## src/rtl/io_input_conditioner.sv

```systemverilog
// Input conditioner for board switches and pushbuttons: per-bit two-flop
// synchronizer, saturating debounce counter, and key press pulse/event flags.
module io_input_conditioner #(
  parameter int unsigned DEBOUNCE_COUNT = 50000,
  parameter int unsigned CNT_WIDTH      = 16
) (
  input  logic       clk,
  input  logic       reset_n,
  input  logic [9:0] switchesRaw,
  input  logic [3:0] keysRaw,
  input  logic [3:0] clearEvents,
  output logic [9:0] switches,
  output logic [3:0] keys,
  output logic [3:0] keyPulse,
  output logic [3:0] keyEvents
);

  localparam int NumBits = 14;
  localparam logic [CNT_WIDTH-1:0] CntMax = CNT_WIDTH'(DEBOUNCE_COUNT - 1);
  // Synchronizers hold raw polarity; key bits idle high (released).
  localparam logic [NumBits-1:0] SyncRst = {4'hF, 10'h000};

  logic [NumBits-1:0]   sync1_q, sync2_q;
  logic [NumBits-1:0]   cond;
  logic [NumBits-1:0]   db_q, db_d;
  logic [CNT_WIDTH-1:0] cnt_q [NumBits];
  logic [CNT_WIDTH-1:0] cnt_d [NumBits];
  logic [3:0]           key_rise;
  logic [3:0]           pulse_q, pulse_d;
  logic [3:0]           events_q, events_d;

  // Two-flop synchronizer for all raw inputs.
  always_ff @(posedge clk or negedge reset_n) begin
    if (!reset_n) begin
      sync1_q <= SyncRst;
      sync2_q <= SyncRst;
    end else begin
      sync1_q <= {keysRaw, switchesRaw};
      sync2_q <= sync1_q;
    end
  end

  // Keys become active-high after synchronization.
  assign cond = {~sync2_q[13:10], sync2_q[9:0]};

  // Per-bit debounce: count consecutive disagreements, update on the last one.
  always_comb begin
    db_d = db_q;
    for (int i = 0; i < NumBits; i++) begin
      cnt_d[i] = '0;
      if (cond[i] != db_q[i]) begin
        if (cnt_q[i] == CntMax) begin
          db_d[i] = cond[i];
        end else begin
          cnt_d[i] = cnt_q[i] + CNT_WIDTH'(1);
        end
      end
    end
  end

  // Press detection on the debounced key levels; a press beats a clear.
  always_comb begin
    key_rise = db_d[13:10] & ~db_q[13:10];
    pulse_d  = key_rise;
    events_d = (events_q & ~clearEvents) | key_rise;
  end

  // Debounce state and key flag registers.
  always_ff @(posedge clk or negedge reset_n) begin
    if (!reset_n) begin
      db_q     <= '0;
      pulse_q  <= '0;
      events_q <= '0;
      for (int i = 0; i < NumBits; i++) begin
        cnt_q[i] <= '0;
      end
    end else begin
      db_q     <= db_d;
      pulse_q  <= pulse_d;
      events_q <= events_d;
      for (int i = 0; i < NumBits; i++) begin
        cnt_q[i] <= cnt_d[i];
      end
    end
  end

  assign switches  = db_q[9:0];
  assign keys      = db_q[13:10];
  assign keyPulse  = pulse_q;
  assign keyEvents = events_q;

endmodule

```

## config.mk

```make
export PLATFORM = sky130hd
export DESIGN_NAME = io_input_conditioner
export DESIGN_NICKNAME = d
export VERILOG_FILES = /design/src/rtl/io_input_conditioner.sv
export SDC_FILE = /design/constraint.sdc
export NUM_CORES = 1
export LEC_CHECK = 0
export ABC_CLOCK_PERIOD_IN_PS = 1700
export BUFFER_PORTS_ARGS = -buffer_cell sky130_fd_sc_hd__buf_2
export CAP_MARGIN = 30
export CORE_ASPECT_RATIO = 1.1
export CORE_MARGIN = 2
export CORE_UTILIZATION = 55
export CTS_BUF_LIST = sky130_fd_sc_hd__clkbuf_8
export CTS_CLUSTER_SIZE = 8
export DETAILED_ROUTE_END_ITERATION = 10
export PLACE_DENSITY = 0.87
export REMOVE_ABC_BUFFERS = 1
export SYNTH_ARGS = -nofsm -noshare
export SYNTH_HDL_FRONTEND = slang
export SYNTH_SLANG_ARGS = --single-unit
```

## constraint.sdc

```tcl
create_clock -name clk -period 1.7 [get_ports clk]
set_input_delay 0.255 -clock clk [delete_from_list [all_inputs] [get_ports clk]]
set_output_delay 0.255 -clock clk [all_outputs]
set_load 0.1 [all_outputs]
```

==> flow_metrics.tcl, run 1 <==
set metrics [dict create \
    run_status "finished, final reports clean" \
    final_hold_vios 0 \
    yosysTopAreaCell "dfrtp_1" \
    worst-endpoint-arrival_ps 2060 \
    fmax_mhz 608.9 \
    cellPowerDensity_nw_per_um2 884.0 \
    cp.required_ps 2120 \
    power_switching_uw 2874 \
    cells_after_synth 1202 \
    routed-wl-met2_microns 12380 \
    detail_route.drc_violations 0 \
    detailroute.via_count 9106 \
    final_hold_slack_ps 193.4 \
    clock_latency_ps 540 \
    fp.dieW_microns 147.4 \
    antenna_found_initial 0 \
    switching_share 0.2243 \
    path_cells "nor4_1 > nand3_1 > o41ai_4 > buf_4 > nor2_1" \
    drt-total-wl_microns 23740 \
    placedInstanceArea_sq_um 13320 \
    synth.area.top_cells "dfrtp_1, xnor2_1, nor2_1, nand3_1, nand4_1" \
    routed_via_density 5.479 \
    worst_r2r_path_depth 5 \
    max_cap_viol_count 0 \
    place.detailed.hpwl_microns 15370 \
    boundaryPins 42 \
    min_period_ps 1642 \
    synth-seq-area-share 0.5517 \
    clock_tree.buffer_depth 3 \
    globalplace.congestion 0.8334 \
    yosysUniqueCellTypes 33 \
    total_leakage_power_uw 0.006082 \
    wl_met3_microns 791 \
    post-synth-top-count-cell "dfrtp_1" \
    timing.setup.critical_path_class "reg -> reg" \
    seq_power_share 0.527 \
    worst_path_largest_cell_delay_ps 410 \
    synthesized_cell_area_sq_um 12450 \
    setup_slack_on_the_worst_flop_to_flop_path_ps 60 \
    h-tree-depth 2 \
    critPathMaxFanout 7 \
    cts.root.buffer_cell "clkbuf_8" \
    setup-violations-final 0 \
    postSynth.topFlopCell "dfrtp_1" \
    synth.yosys.warnings 0 \
    grt_ovf 0 \
    critical-path-slowest-cell "o41ai_4" \
    highest-signal-layer "met4" \
    placeableCoreArea_sq_um 22180 \
    finalCritPeriodShare 0.9661 \
    die_y_microns 161.8 \
    dr.first_iter.drc_count 529 \
    post_route_cells_drive_above_1_share 0.1339 \
    p_int_uw 9940 \
    placement.io_buffers 41 \
    net_count_of_the_finished_layout 1372 \
    final_area_sq_um 14500 \
    startpoint_type_of_the_worst_setup_path "flip-flop" \
    die_area_sq_um 23850 \
    worst_setup_path_end_kind "flip-flop" \
    final.setup_skew_ps 19.88 \
    setup-tns-final_ps 0 \
    synth.ff_latch_count 274 \
    p_clk_frac 0.435 \
    cts_tree "done" \
    timing.rr.start "cnt_q[173]" \
    path_clk_slew_ps 60 \
    ir_drop_mv 0.7629 \
    ant_nets 0 \
    detail_route.wl_per_cell_microns 14.28 \
    worst_margin_slew_ps 503.9 \
    flow.area_growth_from_synthesis_pct 16.48 \
    syn_avg_cell_area_sq_um 10.35 \
    number_of_diodes_added_for_antenna_fixing 0 \
    m1WireLength_microns 10150 \
    comb_power_share 0.038 \
    pin_count_of_the_biggest_net_entering_global_routing 53 \
    netlist.area_leader.share 0.5348 \
    first_global_vias 9405 \
    synth-edff-count 0 \
    timing_max_transition_violations_final 0 \
    cts_inserted_buffers 45 \
    worstReg2RegEnd "cnt_q[175]" \
    grt_pass1_wl_microns 41340 \
    rsz0062_at_grt "true" \
    synth-async-reset-ratio 1.000 \
    initial_core_util 0.5611 \
    post_synth_most_frequent_cells "dfrtp_1, nor2_1, xnor2_1, nand3_1, nand4_1" \
    slew_headroom 0.6664 \
    placement_rows 57 \
    drt_pass1_iterations 5 \
    holdCritPathClass "in -> async" \
    cts.sink_count 274 \
    grt_use_total 0.2045 \
]
-- cells in the final DEF (no fill, tap or decap), types with 52 or more instances in the layout --
cell type  synthesis  final
nand2_1           52     52
nor2_1           237    237
xnor2_1          163    163
nor3_1            57     55
nor4_1            56     55
nand4_1           60     60
nand3_1           80     79
clkbuf_8           0     56
inv_1             49     63
dfrtp_1          266    266
-- power by group through the flow --
stage,combinational [uW],sequential (uW),clock [uW]
after global routing,565,6770,6030
after floorplan,183,6840,0
after CTS,497,6750,5720
final,489,6750,5570
after detailed placement,458,6860,0
after global placement,441,6850,0
-- metal layers --
| metal | vias to the layer above | GRT usage |
|---|---|---|
| met4 | 0 | 0.06031 |
| li1 | 4416 | - |
| met1 | 4488 | 0.2486 |
| met5 | - | 0 |
| met3 | 37 | 0.03539 |
| met2 | 165 | 0.3740 |
-- what timing repair did --
item / in CTS / in global routing
hold endpoints to repair: 257 / 0
setup buffers: 0 / 5
hold buffers: 19 / 0
resized for setup: 0 / 16
endpoints found under the setup margin: 0 / 68
-- state kept, by name, summed over array words and instances, names as in the netlist --
register,count
cnt_q,224
sync1_q,14
keyPulse,4
db_q,14
keyEvents,4
sync2_q,14
-- cell type report --
| class | instances | area [sq um] |
|---|---|---|
| clock buffers | 56 | 770.7 |
| repair buffers | 105 | 822.0 |
| inverters | 49 | 183.9 |
| well taps | 295 | 369.1 |
| clock inverters | 20 | 110.1 |
| multi-input cells | 863 | 5374 |
| fillers | 1581 | 7684 |
| flip-flops and latches | 274 | 6867 |
-- how the worst max path moves through the flow --
stage               start           to  depth (start not counted)  slack (ps)
2_1_floorplan  cnt_q[170]   cnt_q[162]                          3         -50
3_3_place_gp   cnt_q[173]      db_q[3]                          4          40
3_5_place_dp    cnt_q[48]    cnt_q[54]                          6          20
4_1_cts           db_q[8]  switches[8]                          1           9
5_1_grt        cnt_q[173]   cnt_q[175]                          5         -20
6_report       cnt_q[173]   cnt_q[175]                          5          60
-- worst max-delay path: cells and delay by family, from the launching register on --
kind            cells  cell delay (ps)
flops               1              400
compound gates      1              410
buf+inv             1              210
simple gates        3              510
-- logic make-up after synthesis --
family	share of synthesized area
and+or+nand+nor	0.2490
DFF	0.5517
xor gates and xnor gates	0.1429
buffers and inverters	0.02081
AOI/OAI and AO/OA	0.01247
adders and majority gates	0.01407
muxes	0.009048
-- metrics by stage --
stage	util	total power (uW)	cells	setup slack (ps)
final	0.6536	12810	1662	57.62
after CTS	0.6487	12960	1657	9.341
after global placement	0.6004	7295	1562	39.62
after detailed placement	0.6004	7322	1562	21.07
after global routing	0.6536	13370	1662	-17.31
after floorplan	-	7025	1186	-47.49
Power figures use the tool's default switching activity.
==> run 2, diff against run 1 <==
CTS_BUF_LIST = sky130_fd_sc_hd__clkbuf_4   (was sky130_fd_sc_hd__clkbuf_8)
CTS_CLUSTER_DIAMETER = 30   (was default)
==> flow_metrics.tcl, run 2 (synthesis results as in run 1) <==
set metrics [dict create \
    post_route_cells_drive_above_1_share 0.1528 \
    cts.root.buffer_cell "clkbuf_4" \
    run_status "finished, final reports clean" \
    cts_inserted_buffers 53 \
    boundaryPins 42 \
    worst_setup_path_end_kind "flip-flop" \
    worstReg2RegEnd "cnt_q[175]" \
    critical-path-slowest-cell "dfrtp_1" \
    cts.sink_count 274 \
    die_area_sq_um 23850 \
    worst_margin_slew_ps 395.9 \
    die_y_microns 161.8 \
    place.detailed.hpwl_microns 15370 \
    slew_headroom 0.7336 \
    clock_tree.buffer_depth 3 \
    dr.first_iter.drc_count 560 \
    path_clk_slew_ps 90 \
    path_cells "nor4_1 > nand3_1 > o41ai_4 > buf_4 > nor2_1" \
    cellPowerDensity_nw_per_um2 925.4 \
    max_ffs_per_register 224 \
    grt_use_total 0.2085 \
    worst_path_largest_cell_delay_ps 410 \
    final_area_sq_um 14700 \
    holdCritPathClass "in -> async" \
    mostFrequentLayoutCell "dfrtp_1" \
    worst_r2r_path_depth 5 \
    globalplace.congestion 0.8334 \
    fp.dieW_microns 147.4 \
    finalCritPeriodShare 0.9764 \
    grt_pass1_wl_microns 41960 \
    worst-endpoint-arrival_ps 2220 \
    clock_latency_ps 720 \
    placement_rows 57 \
    initial_core_util 0.5611 \
    largest_register "cnt_q" \
    most-common-layout-cells "dfrtp_1, nor2_1, xnor2_1" \
    critPathMaxFanout 7 \
    min_period_ps 1660 \
    timing.setup.critical_path_class "reg -> reg" \
    final_hold_slack_ps 35.70 \
    antenna_found_initial 1 \
    pin_count_of_the_biggest_net_entering_global_routing 53 \
    setup-violations-final 0 \
    timing.rr.start "cnt_q[173]" \
    cp.required_ps 2260 \
    first_global_vias 9526 \
    detail_route.wl_per_cell_microns 14.44 \
    flow.area_growth_from_synthesis_pct 18.13 \
    rsz0062_at_grt "true" \
    detail_route.drc_violations 0 \
    max_cap_viol_count 0 \
    drt_pass1_iterations 5 \
    net_count_of_the_finished_layout 1380 \
    grt_ovf 0 \
    cts_tree "done" \
    setup_slack_on_the_worst_flop_to_flop_path_ps 40 \
    final.setup_skew_ps 54.88 \
    total_leakage_power_uw 0.006088 \
    routed_via_density 5.538 \
    timing_max_transition_violations_final 0 \
    detailroute.via_count 9321 \
    ant_nets 0 \
    placeableCoreArea_sq_um 22180 \
    h-tree-depth 2 \
    fmax_mhz 602.5 \
    ir_drop_mv 0.8753 \
    placedInstanceArea_sq_um 13320 \
    startpoint_type_of_the_worst_setup_path "flip-flop" \
    final_hold_vios 0 \
    drt-total-wl_microns 24300 \
    placement.io_buffers 41 \
]
[run 2: what timing repair did]
item,4_1_cts,5_1_grt
gates resized for setup,32,24
endpoints found under the setup margin,22,76
setup buffers,0,4
hold buffers,20,0
pin swaps,0,5
endpoints found under the hold margin,289,0
[run 2: critical path: cells and delay by family (launching register included)]
family / cells / cell delay [ps]
AND/OR/NAND/NOR: 3 / 520
flip-flops: 1 / 410
buffers and inverters: 1 / 210
AO/OA/AOI/OAI: 1 / 410
[run 2: layout make-up]
class                      instances  area [sq um]
antenna                            1         2.502
clock buffer                      61         457.9
clock inverter                    35         500.5
fill                            1547          7478
inverter                          49         183.9
multi-input combinational        863          5390
sequential                       274          6870
tap                              295         369.1
timing repair buffer             105         927.1
[run 2: report_power, final]
| group | switching [uW] | leakage, uW | internal [uW] |
|---|---|---|---|
| logic | 297 | 0.00186 | 199 |
| registers | 108 | 0.00371 | 6630 |
| clock network | 2610 | 0.000512 | 3760 |
| total | 3020 | 0.00609 | 10600 |
[run 2: worst max path at each step]
stage	from	end	slack, ps	cells past startpoint
floorplan	cnt_q[170]	cnt_q[162]	-50	3
global placement	cnt_q[173]	db_q[3]	40	4
detailed placement	cnt_q[48]	cnt_q[54]	20	6
CTS	db_q[1]	switches[1]	1	1
global route	cnt_q[16]	cnt_q[30]	-40	5
finish	cnt_q[173]	cnt_q[175]	40	5
[run 2: per-layer routing]
layer  wire [microns]  track usage
met1             9878       0.2493
met2            12820       0.3774
met3              981      0.03820
met4              623      0.07605
met5                0            0
[run 2: through the flow]
step	instances	TNS [ps]	utilization	total power, uW	worst slack (ps)
after floorplan	1186	-1090	-	7025	-47.49
after global placement	1562	0	0.6004	7295	39.62
after detailed placement	1562	0	0.6004	7322	21.07
after CTS	1678	0	0.6569	13760	1.151
after global routing	1683	-196.1	0.6628	14140	-40.24
final	1683	0	0.6628	13600	40.17
==> run 3, diff against run 2 <==
ABC_CLOCK_PERIOD_IN_PS = 1500   (was 1700)
clock period = 1.5 ns   (was 1.7 ns; I/O delays follow)
==> flow_metrics.tcl, run 3 (synthesis results as in run 1) <==
set metrics [dict create \
    run_status "complete, but fails checks" \
    violations "negative setup slack" \
    setup_slack_on_the_worst_flop_to_flop_path_ps -250 \
    h-tree-depth 2 \
    placeableCoreArea_sq_um 22180 \
    clock_latency_ps 700 \
    cts_inserted_buffers 51 \
    first_global_vias 10350 \
    holdCritPathClass "in -> async" \
    startpoint_type_of_the_worst_setup_path "flip-flop" \
    most-common-layout-cells "dfrtp_1, buf_4, nor2_1" \
    net_count_of_the_finished_layout 1546 \
    boundaryPins 42 \
    cts_tree "done" \
    worst_r2r_path_depth 5 \
    timing.setup.critical_path_class "reg -> reg" \
    detail_route.drc_violations 0 \
    dr.first_iter.drc_count 1241 \
    globalplace.congestion 0.8647 \
    cts.sink_count 274 \
    seqCellArea_sq_um 6904 \
    grt_ovf 0 \
    clock_tree.buffer_depth 3 \
    setup-violations-final 220 \
    worst_path_largest_cell_delay_ps 430 \
    cellPowerDensity_nw_per_um2 819.8 \
    final_hold_vios 0 \
    place.detailed.hpwl_microns 16430 \
    worstReg2RegEnd "cnt_q[201]" \
    placement.io_buffers 41 \
    detail_route.wl_per_cell_microns 22.20 \
    total_leakage_power_uw 0.007150 \
    initial_core_util 0.5611 \
    placement_rows 57 \
    nFillCells 1010 \
    grt_pass1_wl_microns 47970 \
    worst-endpoint-arrival_ps 2340 \
    ant_nets 0 \
    max_ffs_per_register 224 \
    finalCritPeriodShare 1.169 \
    fmax_mhz 570.4 \
    path_cells "buf_4 > nand4_1 > nor3_1 > xnor2_1 > nor2_1" \
    critPathMaxFanout 5 \
    setup.worst_path.start "cnt_q[192]" \
    detailroute.via_count 11490 \
    worst_margin_slew_ps 475.0 \
    worst_setup_path_end_kind "flip-flop" \
    routed_via_density 6.229 \
    rsz0062_at_grt "true" \
    die_area_sq_um 23850 \
    critPathTopFamily "simple AND/OR/NAND/NOR gates" \
    largest_register "cnt_q" \
    placed_cells_incl_taps 1646 \
    path_clk_slew_ps 110 \
    post-route-worst-setup-slack_ps -253.3 \
    timing_max_transition_violations_final 0 \
    max_cap_viol_count 0 \
    grt_use_total 0.2407 \
    multiInputGateArea_sq_um 6852 \
    timing.rr.start "cnt_q[192]" \
    min_period_ps 1753 \
    antenna_found_initial 1 \
    ir_drop_mv 0.8378 \
    slew_headroom 0.6804 \
    post_route_cells_drive_above_1_share 0.4054 \
    critical-path-slowest-cell "dfrtp_1" \
    final.setup_skew_ps 72.44 \
    flow.area_growth_from_synthesis_pct 41.55 \
    drt_pass1_iterations 6 \
    preCtsSetupSlack_ps -179.8 \
    mostFrequentLayoutCell "dfrtp_1" \
    die_y_microns 161.8 \
    stdcell_count 1845 \
    crit_buf_inv 1 \
    cp.required_ps 2090 \
    fp.dieW_microns 147.4 \
    pin_count_of_the_biggest_net_entering_global_routing 59 \
    drt-total-wl_microns 40950 \
    cts.root.buffer_cell "clkbuf_4" \
]
## run 3: cell types whose count changed in the layout (fill, tap and decap cells not counted), moves of 27 or more
| cell | change |
|---|---|
| nor4_1 | -45 |
| nor2_1 | -68 |
| dfrtp_1 | -27 |
| buf_12 | +30 |
| nor2_4 | +36 |
| nor2_2 | +32 |
| nor4_2 | +28 |
| buf_4 | +134 |
| dfrtp_2 | +27 |
## run 3: worst max path at each step
stage,to,cells past startpoint
2_1_floorplan,cnt_q[162],3
3_3_place_gp,db_q[3],4
3_5_place_dp,db_q[3],4
4_1_cts,cnt_q[175],5
5_1_grt,cnt_q[26],5
6_report,cnt_q[201],5
## run 3: layer usage
metal  vias up  routed length [microns]  track usage
met5         -                        0            0
met4         0                     2877      0.09572
met3       265                     2797      0.04775
met2       786                    20740       0.4312
met1      5646                    14540       0.2858
li1       4796                        -            -
## run 3: cell type report
cell class	count	area share
sequential	274	0.3919
multi-input combinational	863	0.3889
timing repair buffer	273	0.1474
clock buffer	61	0.02599
tap	295	0.02095
clock inverter	29	0.01420
inverter	49	0.01044
antenna	1	0.0001420
## run 3: stage by stage
step                      power [uW]  utilization  instance area [sq um]  hold WS, ps  TNS [ps]
after detailed placement        8352       0.6323                  14020        118.3     -3234
after CTS                      13970       0.7023                  15580        89.52     -3142
final                          14440       0.7943                  17620        123.9    -23210
after floorplan                 7962            -                  12370       -70.59    -27920
after global routing           14940       0.7943                  17620        102.1    -38570
after global placement          8316       0.6323                  14020        117.0     -1146
## run 3: report_power, final
group / internal (uW) / switching, uW
sequential: 7520 / 160
clock: 2690 / 3160
combinational: 400 / 511
## run 3: worst register-to-register path: stages, from the launching register on
cell	delay, ps
dfrtp_1	430
buf_4	160
nand4_1	310
nor3_1	350
xnor2_1	160
nor2_1	240
## run 3: what timing repair did
action                     4_1_cts  5_1_grt
hold buffers                    20        0
pin swaps                       10      113
setup endpoints to repair      122      257
hold endpoints to repair       292        0
cloned                           0        3
resized for setup              119      339
setup buffers                   20       66
